$ cat src/rtl/i2c_pkg.sv
// rtl/i2c_pkg.sv - shared types and constants for the I2C target register port
package i2c_pkg;

    localparam logic I2C_ACK    = 1'b0;
    localparam logic I2C_NACK   = 1'b1;
    localparam int   I2C_ADDR_W = 7;

    typedef enum logic [3:0] {
        ST_IDLE,
        ST_ADDR,
        ST_ADDR_ACK,
        ST_PTR,
        ST_PTR_ACK,
        ST_WDATA,
        ST_WDATA_ACK,
        ST_RDATA,
        ST_RDATA_ACK,
        ST_IGNORE
    } state_t;

endpackage

$ cat src/rtl/i2c_bus_sync.sv
// rtl/i2c_bus_sync.sv - SCL/SDA synchronisers and bus event detection
module i2c_bus_sync (
    input  logic clk,
    input  logic rst,
    input  logic scl_i,
    input  logic sda_i,
    output logic scl_rise,
    output logic scl_fall,
    output logic start,
    output logic stop,
    output logic sda_s
);

    // [0],[1] form the two-flop synchroniser, [2] holds the previous synchronised value
    logic [2:0] scl_q;
    logic [2:0] sda_q;

    // Synchronise both lines (reset to the idle-high bus level) and register single-clk events
    always_ff @(posedge clk) begin
        if (!rst) begin
            scl_q    <= 3'b111;
            sda_q    <= 3'b111;
            scl_rise <= 1'b0;
            scl_fall <= 1'b0;
            start    <= 1'b0;
            stop     <= 1'b0;
            sda_s    <= 1'b1;
        end else begin
            scl_q    <= {scl_q[1:0], scl_i};
            sda_q    <= {sda_q[1:0], sda_i};
            scl_rise <= scl_q[1] & ~scl_q[2];
            scl_fall <= ~scl_q[1] & scl_q[2];
            start    <= scl_q[1] & scl_q[2] & ~sda_q[1] & sda_q[2];
            stop     <= scl_q[1] & scl_q[2] & sda_q[1] & ~sda_q[2];
            sda_s    <= sda_q[1];
        end
    end

endmodule

$ cat src/rtl/i2c_target_regs.sv
// rtl/i2c_target_regs.sv - I2C target with pointer byte and auto-incrementing register port
module i2c_target_regs
    import i2c_pkg::*;
#(
    parameter logic [I2C_ADDR_W-1:0] DEV_ADDR = 7'h50,
    parameter int                    AW       = 8
) (
    input  logic          clk,
    input  logic          rst,
    input  logic          scl_i,
    input  logic          sda_i,
    output logic          sda_oe,
    output logic [AW-1:0] reg_addr,
    output logic [7:0]    reg_wdata,
    output logic          reg_we,
    input  logic [7:0]    reg_rdata,
    output logic          busy,
    output logic          done
);

    logic       scl_rise;
    logic       scl_fall;
    logic       start;
    logic       stop;
    logic       sda_s;

    state_t     state;
    logic [7:0] shift;
    logic [2:0] cnt;
    logic       rw;
    logic       ack_phase;   // 0: ACK slot not yet opened, 1: ACK slot in progress
    logic [7:0] byte_in;

    i2c_bus_sync u_sync (
        .clk      (clk),
        .rst      (rst),
        .scl_i    (scl_i),
        .sda_i    (sda_i),
        .scl_rise (scl_rise),
        .scl_fall (scl_fall),
        .start    (start),
        .stop     (stop),
        .sda_s    (sda_s)
    );

    // Byte as it will look once the bit sampled on this rise is shifted in
    assign byte_in = {shift[6:0], sda_s};

    // Protocol FSM: samples SDA on SCL rise, changes SDA drive only on SCL fall, STOP or reset
    always_ff @(posedge clk) begin
        if (!rst) begin
            state     <= ST_IDLE;
            shift     <= 8'h00;
            cnt       <= 3'd0;
            rw        <= 1'b0;
            ack_phase <= 1'b0;
            sda_oe    <= 1'b0;
            reg_addr  <= '0;
            reg_wdata <= 8'h00;
            reg_we    <= 1'b0;
            busy      <= 1'b0;
            done      <= 1'b0;
        end else begin
            reg_we <= 1'b0;
            done   <= 1'b0;
            // Pointer advances the clock after each write strobe
            if (reg_we) begin
                reg_addr <= reg_addr + 1'b1;
            end

            if (start) begin
                state     <= ST_ADDR;
                cnt       <= 3'd0;
                ack_phase <= 1'b0;
                sda_oe    <= 1'b0;
            end else if (stop) begin
                state     <= ST_IDLE;
                cnt       <= 3'd0;
                ack_phase <= 1'b0;
                sda_oe    <= 1'b0;
                done      <= busy;
                busy      <= 1'b0;
            end else if (scl_rise) begin
                case (state)
                    ST_ADDR, ST_PTR, ST_WDATA: begin
                        shift <= byte_in;
                        cnt   <= cnt + 3'd1;
                        if (cnt == 3'd7) begin
                            cnt       <= 3'd0;
                            ack_phase <= 1'b0;
                            case (state)
                                ST_ADDR: begin
                                    if (byte_in[7:1] == DEV_ADDR) begin
                                        busy  <= 1'b1;
                                        rw    <= byte_in[0];
                                        state <= ST_ADDR_ACK;
                                    end else begin
                                        busy  <= 1'b0;
                                        state <= ST_IGNORE;
                                    end
                                end
                                ST_PTR: begin
                                    reg_addr <= byte_in[AW-1:0];
                                    state    <= ST_PTR_ACK;
                                end
                                default: begin
                                    state <= ST_WDATA_ACK;
                                end
                            endcase
                        end
                    end
                    ST_RDATA: begin
                        cnt <= cnt + 3'd1;
                        if (cnt == 3'd7) begin
                            cnt       <= 3'd0;
                            ack_phase <= 1'b0;
                            state     <= ST_RDATA_ACK;
                        end
                    end
                    ST_RDATA_ACK: begin
                        if (sda_s == I2C_NACK) begin
                            ack_phase <= 1'b0;
                            state     <= ST_IGNORE;
                        end
                    end
                    default: begin
                    end
                endcase
            end else if (scl_fall) begin
                case (state)
                    ST_ADDR_ACK, ST_PTR_ACK, ST_WDATA_ACK: begin
                        if (!ack_phase) begin
                            sda_oe    <= 1'b1;
                            ack_phase <= 1'b1;
                            if (state == ST_WDATA_ACK) begin
                                reg_wdata <= shift;
                                reg_we    <= 1'b1;
                            end
                        end else begin
                            ack_phase <= 1'b0;
                            cnt       <= 3'd0;
                            if (state == ST_ADDR_ACK && rw) begin
                                shift  <= reg_rdata;
                                sda_oe <= ~reg_rdata[7];
                                state  <= ST_RDATA;
                            end else begin
                                sda_oe <= 1'b0;
                                state  <= (state == ST_ADDR_ACK) ? ST_PTR : ST_WDATA;
                            end
                        end
                    end
                    ST_RDATA: begin
                        sda_oe <= ~shift[6];
                        shift  <= {shift[6:0], 1'b0};
                    end
                    ST_RDATA_ACK: begin
                        if (!ack_phase) begin
                            sda_oe    <= 1'b0;
                            ack_phase <= 1'b1;
                            reg_addr  <= reg_addr + 1'b1;
                        end else begin
                            ack_phase <= 1'b0;
                            shift     <= reg_rdata;
                            sda_oe    <= ~reg_rdata[7];
                            state     <= ST_RDATA;
                        end
                    end
                    default: begin
                        sda_oe <= 1'b0;
                    end
                endcase
            end
        end
    end

endmodule

$ cat config.mk
export PLATFORM = sky130hd
export DESIGN_NAME = i2c_target_regs
export DESIGN_NICKNAME = d
export VERILOG_FILES = /design/src/rtl/i2c_pkg.sv /design/src/rtl/i2c_bus_sync.sv /design/src/rtl/i2c_target_regs.sv
export SDC_FILE = /design/constraint.sdc
export NUM_CORES = 1
export LEC_CHECK = 0
export CORE_MARGIN = 3
export CORE_UTILIZATION = 30
export DETAILED_ROUTE_END_ITERATION = 10
export PLACE_DENSITY = 0.5
export SLEW_MARGIN = 15
export SYNTH_ARGS = -nofsm -noshare
export SYNTH_HDL_FRONTEND = slang
export SYNTH_SLANG_ARGS = --single-unit
$ cat constraint.sdc
create_clock -name clk -period 2.25 [get_ports clk]
set_input_delay 0.225 -clock clk [delete_from_list [all_inputs] [get_ports clk]]
set_output_delay 0.225 -clock clk [all_outputs]
set_load 0.02 [all_outputs]
==> impl_metrics.env, run 1 <==
export IMPL_hold_depth=1
export IMPL_maxCapViolCount=0
export IMPL_clock_root_buffer="clkbuf_8"
export IMPL_cp_end_kind="flop"
export IMPL_antenna_found_initial=0
export IMPL_area_delta_synth_final_pct=24.7
export IMPL_initial_core_util_pct=31.3
export IMPL_track_usage_pct=14.0
export IMPL_synth_ff_type="dfxtp_1"
export IMPL_cp_max_fo=15
export IMPL_synthCells=278
export IMPL_worstSetupPathType="reg2reg"
export IMPL_hold_end="u_sync.sda_q[1]"
export IMPL_place_congestion=0.865
export IMPL_final_util_pct=39.0
export IMPL_p_total_w=0.00157
export IMPL_finalSetupViolations=0
export IMPL_syn_area_per_cell_um2=8.83
export IMPL_holdWs_ps=416
export IMPL_cts_hold_buf=0
export IMPL_fin_skew_ps=5.77
export IMPL_cts_setup_buffers=0
export IMPL_regToRegSetupSlack_ps=190
export IMPL_cp_start_kind="flop"
export IMPL_min_period_over_period_pct=91.6
export IMPL_fin_setup_tns_ps=0
export IMPL_cts_resized=0
export IMPL_tightest_slew_ps=449
export IMPL_cts_max_level=2
export IMPL_overflow=0
export IMPL_yosys_warnings=0
export IMPL_wl_um=6260
export IMPL_insertion_delay_ps=300
export IMPL_cts_tree="yes"
export IMPL_grt_pass1_vias=1958
export IMPL_nFillCells=829
export IMPL_postRouteAntennaNets=0
export IMPL_netlist_area_mm2=0.00245
export IMPL_dr_first_iter_drc_count=166
export IMPL_fmax_mhz=485
export IMPL_place_port_buffers=31
export IMPL_synth_seq_cells=47
export IMPL_fp_dieArea_mm2=0.00930
export IMPL_pin_count=32
export IMPL_syn_num_nets=293
export IMPL_r2r_start="state[3]"
export IMPL_std_cell_rows=32
export IMPL_rr_worst_depth=4
export IMPL_drt_vias_per_instance=5.13
export IMPL_power_density_mw_per_mm2=513
export IMPL_slew_violations=0
export IMPL_clk_pin_slew_ps=90
export IMPL_irDropWorstVdd_uv=309
export IMPL_dp_hpwl_um=4710
export IMPL_synth_edf_count=0
export IMPL_numCtsBuffers=5
export IMPL_die_w_um=96.4
export IMPL_r2r_end="state[0]"
export IMPL_synth_seq_area_share_pct=38.3
export IMPL_drive_gt1_share_pct=11.7
export IMPL_firstDrtPassIters=4
export IMPL_fin_crit_ps=2060
export IMPL_core_mm2=0.00785
export IMPL_layout_setup_ws_ps=190
export IMPL_die_y_um=96.4
export IMPL_cts_buffer_depth=2
export IMPL_async_flop_share_pct=0
export IMPL_synth_distinct_cells=52
export IMPL_grt_max_degree=20
export IMPL_vias=2151
export IMPL_grt_pass1_wl_um=10100
export IMPL_pre_cts_ws_ps=201
export IMPL_n_antenna_cell=0
export IMPL_worstPathRequired_ps=2460
export IMPL_maxSlewHeadroom_pct=70.0
export IMPL_outcome="finished, final reports clean"
export IMPL_hp_start="u_sync.sda_q[0]"
export IMPL_hold_class="reg2reg"
export IMPL_leakage_nw=1.23
export IMPL_nNetsFinal=331
export IMPL_cts_sinks=47
export IMPL_wl_per_cell_um=14.9
export IMPL_rsz0062_at_grt="no"
export IMPL_arrival_ps=2270
export IMPL_route_detailed_drc=0
export IMPL_hold_viol_final=0
-- synth_stat cells, drive strengths merged (10+ instances only) --
cell type / instances / area share [%]
a211oi: 10 / 3.5
clkbuf: 10 / 1.5
nor2: 38 / 5.8
nand2: 15 / 2.3
a21oi: 10 / 2.0
dfxtp: 47 / 38
o21ai: 10 / 2.0
mux2i: 20 / 8.2
-- registers in the layout, summed over array words and instances (netlist names) --
signal	cells
u_sync.scl_rise	1
u_sync.scl_fall	1
done	1
reg_wdata	8
cnt	3
shift	8
u_sync.sda_s	1
u_sync.scl_q	3
busy	1
sda_oe	1
u_sync.start	1
u_sync.sda_q	2
state	4
reg_addr	8
u_sync.stop	1
reg_we	1
rw	1
ack_phase	1
-- through the flow --
| step | instance area [um2] | std cells |
|---|---|---|
| 2_1_floorplan | 2450 | 278 |
| 3_3_place_gp | 2940 | 411 |
| 3_5_place_dp | 2940 | 411 |
| 4_1_cts | 3060 | 419 |
| 5_1_grt | 3060 | 419 |
| 6_report | 3060 | 419 |
-- logic make-up (layout without fill, tap and decap cells) --
group           after synthesis  count (layout)  synth area share, %
buf+inv                      22              61                 4.08
xor+xnor                     12              12                 4.28
flops                        47              47                 38.3
compound gates               60              60                 18.6
fa+ha+maj                     3               3                 1.53
mux                          20              20                 8.16
simple gates                114             114                 25.0
-- cells in the final DEF, fill, tap and decap left out, types with 6 or more instances in the layout --
cell type | netlist | routed
nand3_1 | 6 | 6
nor3_1 | 8 | 8
a21oi_1 | 10 | 10
a211oi_1 | 8 | 8
nor2b_1 | 7 | 7
nand2b_1 | 8 | 8
buf_4 | 1 | 18
nor2_1 | 38 | 38
o21ai_0 | 9 | 9
clkdlybuf4s50_1 | 0 | 31
nand2_1 | 15 | 15
nand4_1 | 7 | 7
mux2i_1 | 20 | 20
dfxtp_1 | 47 | 47
xor2_1 | 8 | 8
clkbuf_8 | 0 | 6
o22ai_1 | 6 | 6
a22oi_1 | 8 | 8
-- routing by layer --
layer	up-vias	wire length (um)	global-route usage [%]
li1	1078	-	-
met1	1007	3060	20.3
met2	58	2790	21.0
met3	8	344	2.94
met4	0	68	3.74
met5	-	0	0
-- final cells by class --
| type | count | area (um2) | share of cell area [%] |
|---|---|---|---|
| Multi-Input combinational cell | 209 | 1410 | 46.2 |
| Clock buffer | 6 | 82.6 | 2.70 |
| Sequential cell | 47 | 941 | 30.8 |
| Clock inverter | 2 | 35.0 | 1.15 |
| Tap cell | 102 | 128 | 4.17 |
| Inverter | 4 | 15.0 | 0.491 |
| Timing Repair Buffer | 49 | 445 | 14.6 |
-- worst max-delay path: stages (launching register included) --
cell and delay (ps):
dfxtp_1 570, or4b_4 560, o31ai_4 310, o21bai_1 210, o41ai_2 330
-- worst max path at each step --
stage              from       end  slack [ps]  depth (start not counted)
3_5_place_dp   state[3]  state[1]         200                          5
2_1_floorplan    cnt[0]        rw         400                          7
6_report       state[3]  state[0]         190                          4
5_1_grt        state[3]  shift[0]           9                          6
4_1_cts        state[3]  state[0]         180                          4
3_3_place_gp   state[3]  state[1]         230                          5
-- report_power, final --
group	internal (W)	total (W)	switching, W
clock	0.000360	0.000650	0.000290
combinational	0.0000355	0.0000754	0.0000398
sequential	0.000838	0.000843	0.00000544
Note: power is estimated with default switching activity, not from simulation.
==> run 2, diff against run 1 <==
==> constraint.sdc (replaced) <==
create_clock -name clk -period 1.9 [get_ports clk]
set_input_delay 0.19 -clock clk [delete_from_list [all_inputs] [get_ports clk]]
set_output_delay 0.19 -clock clk [all_outputs]
set_load 0.02 [all_outputs]
==> impl_metrics.env, run 2 (synthesis results as in run 1) <==
export IMPL_firstDrtPassIters=4
export IMPL_grt_max_degree=21
export IMPL_p_int_w=0.00157
export IMPL_crit_path_max_incr_delay_ps=490
export IMPL_p_switching_w=0.000396
export IMPL_wl_per_cell_um=15.3
export IMPL_fin_skew_ps=9.41
export IMPL_leakage_nw=1.34
export IMPL_r2r_start="u_sync.scl_fall"
export IMPL_cp_start_kind="flop"
export IMPL_power_frac_comb_pct=5.0
export IMPL_vias=2226
export IMPL_std_cell_rows=32
export IMPL_layout_setup_ws_ps=60.8
export IMPL_die_y_um=96.4
export IMPL_drt_vias_per_instance=5.09
export IMPL_numCtsBuffers=5
export IMPL_cts_hold_buf=0
export IMPL_nFillCells=792
export IMPL_timing_critical_path_buf_inv=0
export IMPL_min_period_over_period_pct=96.8
export IMPL_switching_share_pct=20.2
export IMPL_wl_um=6690
export IMPL_layout_commonest_cell="dfxtp_1"
export IMPL_power_frac_seq_pct=50.9
export IMPL_rsz0062_at_grt="no"
export IMPL_place_port_buffers=31
export IMPL_cp_max_fo=5
export IMPL_fp_dieArea_mm2=0.00930
export IMPL_insertion_delay_ps=300
export IMPL_tightest_slew_ps=511
export IMPL_pre_cts_ws_ps=26.9
export IMPL_path_cells="or3b_2, nor3_1, o21bai_2, o41ai_2"
export IMPL_hp_start="u_sync.scl_q[0]"
export IMPL_cts_max_level=2
export IMPL_final_util_pct=41.6
export IMPL_outcome="finished, final reports clean"
export IMPL_final_cell_mix="dfxtp_1 (43), nor2_1 (38), buf_4 (33)"
export IMPL_track_usage_pct=14.7
export IMPL_nNetsFinal=349
export IMPL_cts_sinks=47
export IMPL_p_clk_share_pct=44.1
export IMPL_antenna_found_initial=0
export IMPL_slew_violations=0
export IMPL_initial_core_util_pct=31.3
export IMPL_slowest_stage="or3b_2"
export IMPL_overflow=0
export IMPL_place_congestion=0.906
export IMPL_fmax_mhz=544
export IMPL_arrival_ps=2040
export IMPL_fin_setup_tns_ps=0
export IMPL_hold_viol_final=0
export IMPL_pin_count=32
export IMPL_cts_setup_buffers=0
export IMPL_grt_pass1_vias=2088
export IMPL_critPathLaunch="u_sync.scl_fall"
export IMPL_clock_root_buffer="clkbuf_8"
export IMPL_core_mm2=0.00785
export IMPL_area_delta_synth_final_pct=33.1
export IMPL_die_w_um=96.4
export IMPL_worstSetupPathType="reg2reg"
export IMPL_dp_hpwl_um=5070
export IMPL_maxSlewHeadroom_pct=65.9
export IMPL_postRouteAntennaNets=0
export IMPL_drive_gt1_share_pct=19.4
export IMPL_finalSetupViolations=0
export IMPL_fin_crit_ps=1840
export IMPL_hold_class="reg2reg"
export IMPL_dr_first_iter_drc_count=102
export IMPL_top_regs="reg_addr x8, reg_wdata x8, shift x8"
export IMPL_cp_end_kind="flop"
export IMPL_irDropWorstVdd_uv=377
export IMPL_maxCapViolCount=0
export IMPL_cts_buffer_depth=2
export IMPL_crit_family="simple AND/OR/NAND/NOR gates"
export IMPL_clk_pin_slew_ps=90
export IMPL_worstPathRequired_ps=2100
export IMPL_n_antenna_cell=0
export IMPL_power_density_mw_per_mm2=600
export IMPL_route_detailed_drc=0
export IMPL_grt_pass1_wl_um=10500
export IMPL_cts_tree="yes"
## run 2: cell types whose count changed in the layout (fill, tap and decap cells not counted), sizes merged
| cell | previous run | this run |
|---|---|---|
| bufinv | 1 | 2 |
| buf | 18 | 36 |
| clkinv | 1 | 0 |
## run 2: routing by layer
metal / up-vias / share of wire (%) / track usage, %
met2: 52 / 45 / 21.7
met5: - / 0 / 0
met3: 7 / 5.0 / 3.33
met1: 1048 / 49 / 21.6
li1: 1119 / - / -
met4: 0 / 1.0 / 3.74
## run 2: cell type report
type                       count  area, um2  area share [%]
tap                          102        128            3.91
inverter                       4       15.0           0.460
clock inverter                 2       60.1            1.84
sequential                    47        946            29.0
clock buffer                   6       72.6            2.22
multi-input combinational    209       1440            44.0
timing repair buffer          67        609            18.7
## run 2: repair_timing
item,in CTS,in global routing
resized for setup,0,13
endpoints found under the setup margin,0,25
endpoints found under the hold margin,0,0
## run 2: worst paths after layout
| check | end | slack [ps] | cells after the start |
|---|---|---|---|
| worst max register to register | state[0] | 60 | 4 |
| worst max-delay path | state[0] | 60 | 4 |
| worst min-delay path | u_sync.scl_q[1] | 410 | 1 |
| worst min register to register | u_sync.scl_q[1] | 410 | 1 |
## run 2: worst register-to-register path: cells and delay by family, from the launching register on
kind               cells  cell delay [ps]
and+or+nand+nor        2              860
DFF                    1              390
AOI/OAI and AO/OA      2              500
## run 2: power by group through the flow
stage,clock (W),combinational (W),sequential [W]
final,0.000864,0.0000985,0.000998
after detailed placement,0,0.0000970,0.00102
after global placement,0,0.0000978,0.00102
after floorplan,0,0.0000479,0.00102
after global routing,0.000928,0.000106,0.00100
after CTS,0.000896,0.0000978,0.000998
## run 2: metrics by stage
stage	hold WS [ps]	area [um2]	power [W]	cells
finish	415	3270	0.00196	437
detailed placement	395	3100	0.00112	429
global route	427	3270	0.00203	437
floorplan	263	2450	0.00107	278
global placement	399	3100	0.00112	429
CTS	420	3230	0.00199	437
